`config.mk`:
```
export PLATFORM = sky130hd
export DESIGN_NAME = alu_exec_unit
export DESIGN_NICKNAME = d
export VERILOG_FILES = /design/src/rtl/alu_exec_unit.sv
export SDC_FILE = /design/constraint.sdc
export NUM_CORES = 1
export LEC_CHECK = 0
export BUFFER_PORTS_ARGS = -buffer_cell sky130_fd_sc_hd__buf_2
export CAP_MARGIN = 20
export CORE_MARGIN = 2
export CORE_UTILIZATION = 43
export CTS_CLUSTER_DIAMETER = 150
export DETAILED_ROUTE_END_ITERATION = 6
export HOLD_SLACK_MARGIN = 0.06
export PLACE_DENSITY_LB_ADDON = 0.05
export RECOVER_POWER = 25
export SETUP_SLACK_MARGIN = 0.02
export SLEW_MARGIN = 20
export SYNTH_ARGS = -nofsm -noshare
export SYNTH_HDL_FRONTEND = slang
export SYNTH_SLANG_ARGS = --single-unit
```
`constraint.sdc`:
```
create_clock -name clk_i -period 4.5 [get_ports clk_i]
set_input_delay 0.225 -clock clk_i [delete_from_list [all_inputs] [get_ports clk_i]]
set_output_delay 0.225 -clock clk_i [all_outputs]
set_load 0.005 [all_outputs]
```
`src/rtl/alu_exec_unit.sv`:
```
// alu_exec_unit: EX-stage execute unit fed by the ALU control decoder.
//   and/or/add/sub produce a registered result one cycle after acceptance.
//   mul runs as an iterative radix-2 shift-add over up to WIDTH cycles while busy_o is high.
//
// Optional feature macro: ALU_MUL_EARLY_EXIT_EN
//   When defined, mul also finishes once the remaining multiplier bits are all zero
//   (minimum one MUL cycle). The result is unchanged; only the latency depends on the data.
//
// Ports:
//   clk_i      clock, all state updates on the rising edge
//   rst_i      synchronous active-high reset
//   start_i    op/operands valid; accepted only while busy_o is low
//   aluctrl_i  000 and, 001 or, 010 add, 110 sub, 011 mul (others give 0)
//   data1_i    operand A / multiplicand
//   data2_i    operand B / multiplier
//   data_o     registered result, held until the next valid_o
//   zero_o     registered (data_o == 0)
//   valid_o    one-cycle pulse when data_o/zero_o are new
//   busy_o     high while a mul is iterating
module alu_exec_unit #(
    parameter int unsigned WIDTH = 32
) (
    input  logic             clk_i,
    input  logic             rst_i,
    input  logic             start_i,
    input  logic [2:0]       aluctrl_i,
    input  logic [WIDTH-1:0] data1_i,
    input  logic [WIDTH-1:0] data2_i,
    output logic [WIDTH-1:0] data_o,
    output logic             zero_o,
    output logic             valid_o,
    output logic             busy_o
);

    localparam int unsigned CntW = (WIDTH > 1) ? $clog2(WIDTH) : 1;
    localparam logic [CntW-1:0] CntLast = CntW'(WIDTH - 1);

    localparam logic [2:0] OpAnd = 3'b000;
    localparam logic [2:0] OpOr  = 3'b001;
    localparam logic [2:0] OpAdd = 3'b010;
    localparam logic [2:0] OpSub = 3'b110;
    localparam logic [2:0] OpMul = 3'b011;

    typedef enum logic {
        StIdle = 1'b0,
        StMul  = 1'b1
    } state_e;

    state_e           state_q, state_d;
    logic [WIDTH-1:0] a_q, a_d;
    logic [WIDTH-1:0] b_q, b_d;
    logic [WIDTH-1:0] acc_q, acc_d;
    logic [CntW-1:0]  cnt_q, cnt_d;
    logic [WIDTH-1:0] data_q, data_d;
    logic             zero_q, zero_d;
    logic             valid_q, valid_d;

    logic [WIDTH-1:0] alu_res;
    logic [WIDTH-1:0] acc_sum;
    logic [WIDTH-1:0] b_shift;
    logic             mul_done;

    // Single-cycle ops; undefined codes produce zero.
    always_comb begin
        alu_res = '0;
        case (aluctrl_i)
            OpAnd:   alu_res = data1_i & data2_i;
            OpOr:    alu_res = data1_i | data2_i;
            OpAdd:   alu_res = data1_i + data2_i;
            OpSub:   alu_res = data1_i - data2_i;
            default: alu_res = '0;
        endcase
    end

    assign acc_sum = acc_q + (b_q[0] ? a_q : '0);
    assign b_shift = b_q >> 1;

`ifdef ALU_MUL_EARLY_EXIT_EN
    // No multiplier bits left after this step: the accumulator is already final.
    assign mul_done = (cnt_q == CntLast) || (b_shift == '0);
`else
    assign mul_done = (cnt_q == CntLast);
`endif

    always_comb begin
        state_d = state_q;
        a_d     = a_q;
        b_d     = b_q;
        acc_d   = acc_q;
        cnt_d   = cnt_q;
        data_d  = data_q;
        zero_d  = zero_q;
        valid_d = 1'b0;
        case (state_q)
            StIdle: begin
                if (start_i) begin
                    if (aluctrl_i == OpMul) begin
                        a_d     = data1_i;
                        b_d     = data2_i;
                        acc_d   = '0;
                        cnt_d   = '0;
                        state_d = StMul;
                    end else begin
                        data_d  = alu_res;
                        zero_d  = (alu_res == '0);
                        valid_d = 1'b1;
                    end
                end
            end
            StMul: begin
                acc_d = acc_sum;
                a_d   = a_q << 1;
                b_d   = b_shift;
                cnt_d = cnt_q + CntW'(1);
                if (mul_done) begin
                    data_d  = acc_sum;
                    zero_d  = (acc_sum == '0);
                    valid_d = 1'b1;
                    state_d = StIdle;
                end
            end
            default: state_d = StIdle;
        endcase
    end

    always_ff @(posedge clk_i) begin
        if (rst_i) begin
            state_q <= StIdle;
            a_q     <= '0;
            b_q     <= '0;
            acc_q   <= '0;
            cnt_q   <= '0;
            data_q  <= '0;
            zero_q  <= 1'b1;
            valid_q <= 1'b0;
        end else begin
            state_q <= state_d;
            a_q     <= a_d;
            b_q     <= b_d;
            acc_q   <= acc_d;
            cnt_q   <= cnt_d;
            data_q  <= data_d;
            zero_q  <= zero_d;
            valid_q <= valid_d;
        end
    end

    assign data_o  = data_q;
    assign zero_o  = zero_q;
    assign valid_o = valid_q;
    assign busy_o  = (state_q == StMul);

endmodule

```
==> After elaboration in Yosys (flattened, before gate mapping) <==
Cells that the tools add are included.
{ "op_classes": {"addsub": 4, "eq_ne": 9, "muxes": 30, "bitwise_logic": 3, "reduce_logical": 5} }
{ "op_table": {"columns": ["operator", "count"], "rows": [
  ["32-bit two-way mux", 10],
  ["32-bit one-hot mux with 2 select lines", 4],
  ["32-bit one-hot mux with 4 select lines", 1],
  ["32-bit adder", 2],
  ["32-bit logical NOT", 2],
  ["32-bit bitwise AND", 1],
  ["32-bit OR", 1],
  ["32-bit subtractor", 1],
  ["5-bit two-way mux", 2],
  ["5-bit one-hot mux with 2 select lines", 1],
  ["1-bit two-way mux", 9],
  ["3-bit by 2-bit equality test with 1-bit output, second input constant", 2],
  ["2-bit != test, second input constant", 3],
  ["1-bit one-hot mux with 2 select lines", 3],
  ["5-bit by 1-bit adder with 5-bit output, second input constant", 1],
  ["5-bit equality test, second input constant", 1],
  ["3-bit by 1-bit equality test with 1-bit output, second input constant", 1],
  ["3-bit equality test, second input constant", 1],
  ["3-bit logical NOT", 1],
  ["3-bit AND reduction", 1],
  ["2-bit by 1-bit != test with 1-bit output, second input constant", 1],
  ["2-bit AND reduction", 1],
  ["1-bit inverter", 1]
]} }
{ "word_totals": {"regBits": 136, "input_bits": 70, "output_inout_bits": 35} }

==> Logic depth before layout (Yosys ltp) <==
{ "logic_depth": {"word_depth": 6, "depth_mapped": 21, "depth_no_buf": 21} }

==> Least setup slack after synthesis <==
Ideal clock, no wire load.
{ "synth_timing": {"path_type": "input-to-reg", "start": "input aluctrl_i[1]", "end": "register zero_q (netlist: zero_o)", "arrival_ns": 4.522, "slack_ns": -0.084, "stages": 20, "path_cell_list": "clkbuf_1 > nor2b_1 > clkbuf_1 > and2_1 > clkbuf_1 > clkbuf_1 > nor2_1 > xnor2_1 > ha_1 > a211o_1 > a211o_1 > and3b_4 > o41a_1 > a21oi_2 > xnor2_1 > a2111oi_2 > nand4_1 > a2111oi_2 > nand2_1 > nand3_1"} }
{ "synth_between": {"elab_chain_len": 6, "elab_cells_between_ends": 12, "classes_between": "5 x eq/ne; 4 x mux; 3 x reduce/logical"} }
{ "synth_rtl": {"columns": ["element", "line_no", "rtl"], "rows": [
  ["start, declared", "26", "input logic [2:0] aluctrl_i,"],
  ["3-bit equality test (tied with other cells)", "66", "case (aluctrl_i)"],
  ["32-bit one-hot mux with 4 select lines", "66", null],
  ["32-bit logical NOT", "105", "zero_d = (alu_res == '0);"],
  ["1-bit two-way mux", "97", "if (aluctrl_i == OpMul) begin"],
  ["1-bit two-way mux", "96", "if (start_i) begin"],
  ["1-bit one-hot mux with 2 select lines", "94", "case (state_q)"],
  ["end signal, assigned", "143", "zero_q <= zero_d;"],
  ["end, declared", "55", "logic zero_q, zero_d;"]
]} }
Parallel ways exist; a longest one is shown, timed or not. The select of a mux whose other input is x is not followed.
A chain may end at the register's enable or synchronous reset.

==> Final worst setup path <==
{ "layout_timing": {"start": "input data2_i[10]", "end": "register zero_q (netlist: zero_o)"} }
{ "layout_between": {"elab_chain_len": 6, "elab_cells_between_ends": 9, "classes_between": "2 x add/sub; 4 x mux; 2 x bitwise; 1 x reduce/logical"} }
{ "layout_rtl": {"columns": ["element", "line_no", "rtl"], "rows": [
  ["start, declared", "28", "input logic [WIDTH-1:0] data2_i,"],
  ["32-bit subtractor (tied with other cells)", "70", "OpSub: alu_res = data1_i - data2_i;"],
  ["32-bit one-hot mux with 4 select lines (*)", "66", null],
  ["32-bit logical NOT (*)", "105", null],
  ["1-bit two-way mux (*)", "97", null],
  ["1-bit two-way mux (*)", "96", null],
  ["1-bit one-hot mux with 2 select lines (*)", "94", null]
]} }
Every way passes the cells marked *; elsewhere a longest branch is shown, timed or not. The select of a mux whose other input is x is not followed.

==> results.py <==
metrics = {
    "status": {
        "status": "complete, but fails checks",
        "violations": "capacitance limit, slew limit",
    },
    "finish": {
        "final_cells": 1911,
        "drive_gt1_share_pct": 13.79,
        "fill_cells": 2542,
        "diodes": 0,
        "fin_area_um2": 12560,
        "nets": 1708,
        "syn2layout_area_growth_pct": 15.81,
    },
    "pwr": {
        "switching_power_uw": 1133,
        "pwr-share-comb_pct": 24.7,
        "power.share.switching_pct": 31.68,
        "max-vdd-ir-drop_mv": 0.1890,
        "clock_power_share_pct": 40.0,
        "pwr_density_cell_nw_per_um2": 284.6,
        "intPower_uw": 2443,
        "power.leakage_uw": 0.005714,
        "pwr-share-seq_pct": 35.3,
    },
    "global_route": {
        "grt-busiest-layer": "met1",
        "track_usage_pct": 25.78,
        "grt_start_max_net_pins": 91,
        "antenna_found_initial": 0,
        "grt.met3_usage_pct": 3.412,
        "grt_pass1_wl_um": 54180,
        "grt_pass1_vias": 9910,
        "met2_usage_pct": 38.71,
        "grt_overflow": 0,
        "groute.layer.met1.usage_pct": 39.00,
    },
    "routing": {
        "drc_errors": 0,
        "drtPass1Iterations": 5,
        "wl_per_cell_um": 18.02,
        "drt_wl_total_um": 34430,
        "ant_nets": 0,
        "vias": 10910,
        "vias_per_cell": 5.710,
        "drtIter0Drc": 764,
    },
    "logic_synthesis": {
        "synth_fa_ha_area_share_pct": 10.40,
        "synth_simple_gate_area_share_pct": 23.46,
        "synth-seq-cells": 136,
        "yosys.area.top_type": "dfxtp_1",
        "synth_cell_types": 82,
        "synth_top_area_share_pct": 25.10,
        "synth_xor_area_share_pct": 5.963,
        "syn_area_um2": 10850,
        "synthArstFlopShare_pct": 0,
        "synth_area_leaders": "dfxtp_1 (25%), a21oi_1 (9.4%), ha_1 (7.7%)",
        "syn_nets": 1604,
        "syn_avg_cell_area_um2": 7.405,
        "synth.yosys.seq_area_share_pct": 25.10,
        "synth_edf_count": 0,
        "synth_cells": 1465,
        "synth_ff_type": "dfxtp_1",
        "synth_top_family_by_area": "compound AO/OA/AOI/OAI gates",
        "synth_mux_area_share_pct": 5.917,
        "yosys_warnings": 0,
        "synth-compound-area-share_pct": 25.03,
    },
    "clock_network": {
        "cts_buffer_depth": 2,
        "cts_made_buffers": 17,
        "ctsRootBufferMaster": "clkbuf_16",
        "cts_max_level": 4,
        "holdBufCountCts": 0,
        "cts_tree": "yes",
        "clkSinkCount": 136,
        "worstSkewPairLatency_ps": 430,
        "clk_pin_slew_ps": 70,
        "postCtsSetupBuffers": 0,
        "postCtsResizedCells": 0,
    },
    "placement": {
        "pre_cts_ws_ps": -20.60,
        "gp_congestion": 0.9236,
        "dp_hpwl_um": 25860,
        "port_buffers": 104,
        "dpl_cell_area_um2": 12030,
        "placed_cells": 1880,
    },
    "sta": {
        "final_max_slew_viol_count": 44,
        "slew_headroom_pct": -45.90,
        "worstMarginPinSlew_ps": 2188,
        "fin_ws_ps": 381.0,
        "final-hold-violation-count": 0,
        "fin_crit_sh_pct": 91.53,
        "holdWs_ps": 153.6,
        "fin_crit_ps": 4119,
        "finalSetupViolCount": 0,
        "fmax_ghz": 0.2428,
        "grt_setup_unrepaired": "no",
        "fin_skew_ps": 14.84,
    },
    "setup_path": {
        "slowest_delay_ps": 560,
        "path_max_fanout": 4,
        "crit_type": "input port to register",
        "cp_data_required_time_ps": 4870,
        "cp_cell_sequence": "buf_2 > or4_4 > nor4_4 > nand3b_1 > or3b_4 > o31ai_1 > xor2_1 > ha_1 > and2_1 > nand3_1 > o211a_1 > o311ai_0 > a21oi_2 > xnor2_1 > a2111oi_2 > nand4_1 > a2111oi_2 > nand2_1 > nand3_1",
        "crit_buf_inv": 1,
        "crit_arrival_ps": 4490,
        "slowest_stage": "or4_4",
        "r2r_cells": 14,
        "setup.worst_path.end_class": "register",
        "start_kind": "input port",
        "worst_path_dominant_cell_family": "simple AND/OR/NAND/NOR gates",
        "path_depth": 19,
    },
    "min_path": {
        "hold_class": "input port to register",
        "hold_path_depth": 3,
    },
    "floorplan": {
        "die-area_um2": 26510,
        "die_w_um": 162.8,
        "core_um2": 24960,
        "rows": 58,
        "io_pins": 105,
        "floorplan.initialDensity_pct": 43.45,
        "die_y_um": 162.8,
    },
    "job": {
        "max_cap_violations": 1,
    },
}
-- registers in the layout (all words and copies together), names as in the netlist --
signal   flops
acc_q       32
zero_o       1
a_q         32
data_o      32
valid_o      1
busy_o       1
cnt_q        5
b_q         32
-- routing by layer --
metal	routed length, um	vias to the layer above
met2	14790	285
met4	488	0
li1	-	5497
met1	17370	5090
met5	0	-
met3	1778	39
-- worst reg2reg max path: cells and delay by family (launching register included) --
kind | cells | cell delay [ps]
DFF | 1 | 450
xor gates and xnor gates | 1 | 380
AOI/OAI and AO/OA | 4 | 1090
buffers and inverters | 1 | 300
adders and majority gates | 1 | 300
and+or+nand+nor | 7 | 1410
-- per-stage QoR --
step	util, %	total power (uW)	TNS (ps)
detailed placement	48.17	2162	-20.60
floorplan	-	1832	0
global placement	48.17	2158	0
CTS	50.50	3588	0
finish	50.33	3576	0
global route	50.33	3741	0
-- synthesized netlist by cell type (8+ instances only) --
cell	count
dfxtp_1	136
o21a_1	8
mux2i_1	63
nor4_1	12
a21oi_1	204
xor2_1	30
buf_1	15
and2_1	34
o211ai_1	15
nor3_1	23
ha_1	67
clkbuf_1	71
or3_1	13
xnor2_1	42
o21ai_0	58
nand3_1	47
nand2_1	137
and3_1	16
maj3_1	25
nand2b_1	15
o31ai_1	11
nand4_1	15
nor2_1	204
a21o_1	33
inv_1	27
a211oi_1	9
a31oi_1	12
-- cell type report --
| type | count | area (um2) | area share (%) |
|---|---|---|---|
| inverter | 28 | 105.1 | 0.8366 |
| clock inverter | 9 | 117.6 | 0.9362 |
| sequential | 136 | 2726 | 21.70 |
| timing repair buffer | 175 | 1037 | 8.256 |
| tap | 330 | 412.9 | 3.287 |
| clock buffer | 22 | 464.2 | 3.695 |
| multi-input combinational | 1211 | 7700 | 61.29 |
-- kinds of logic (layout without fill, tap and decap cells) --
group,after synthesis,count (layout)
and+or+nand+nor,546,546
AOI/OAI and AO/OA,434,434
muxes,64,64
xor gates and xnor gates,73,73
adders and majority gates,94,94
buffers and inverters,118,234
DFF,136,136
-- cell usage in the layout, fill, tap and decap left out, drive strengths merged, types with 36 or more instances in the layout --
cell	count
o21ai	64
nand2	137
clkbuf	36
ha	67
dfxtp	136
xnor2	43
buf	161
a21oi	207
mux2i	63
nor2	205
nand3	47
-- power groups by stage --
stage	combinational, uW	sequential [uW]	clock (uW)
CTS	877	1260	1450
floorplan	549	1280	0
finish	882	1260	1430
detailed placement	873	1290	0
global route	970	1270	1510
global placement	870	1290	0
-- final timing paths --
path	from	to	slack [ps]
setup / recovery	data2_i[10]	zero_o	380
hold / removal	data2_i[31]	b_q[31]	150
setup reg to reg	b_q[0]	zero_o	520
hold reg to reg	data_o[12]	data_o[12]	450
Power figures use the tool's default switching activity.
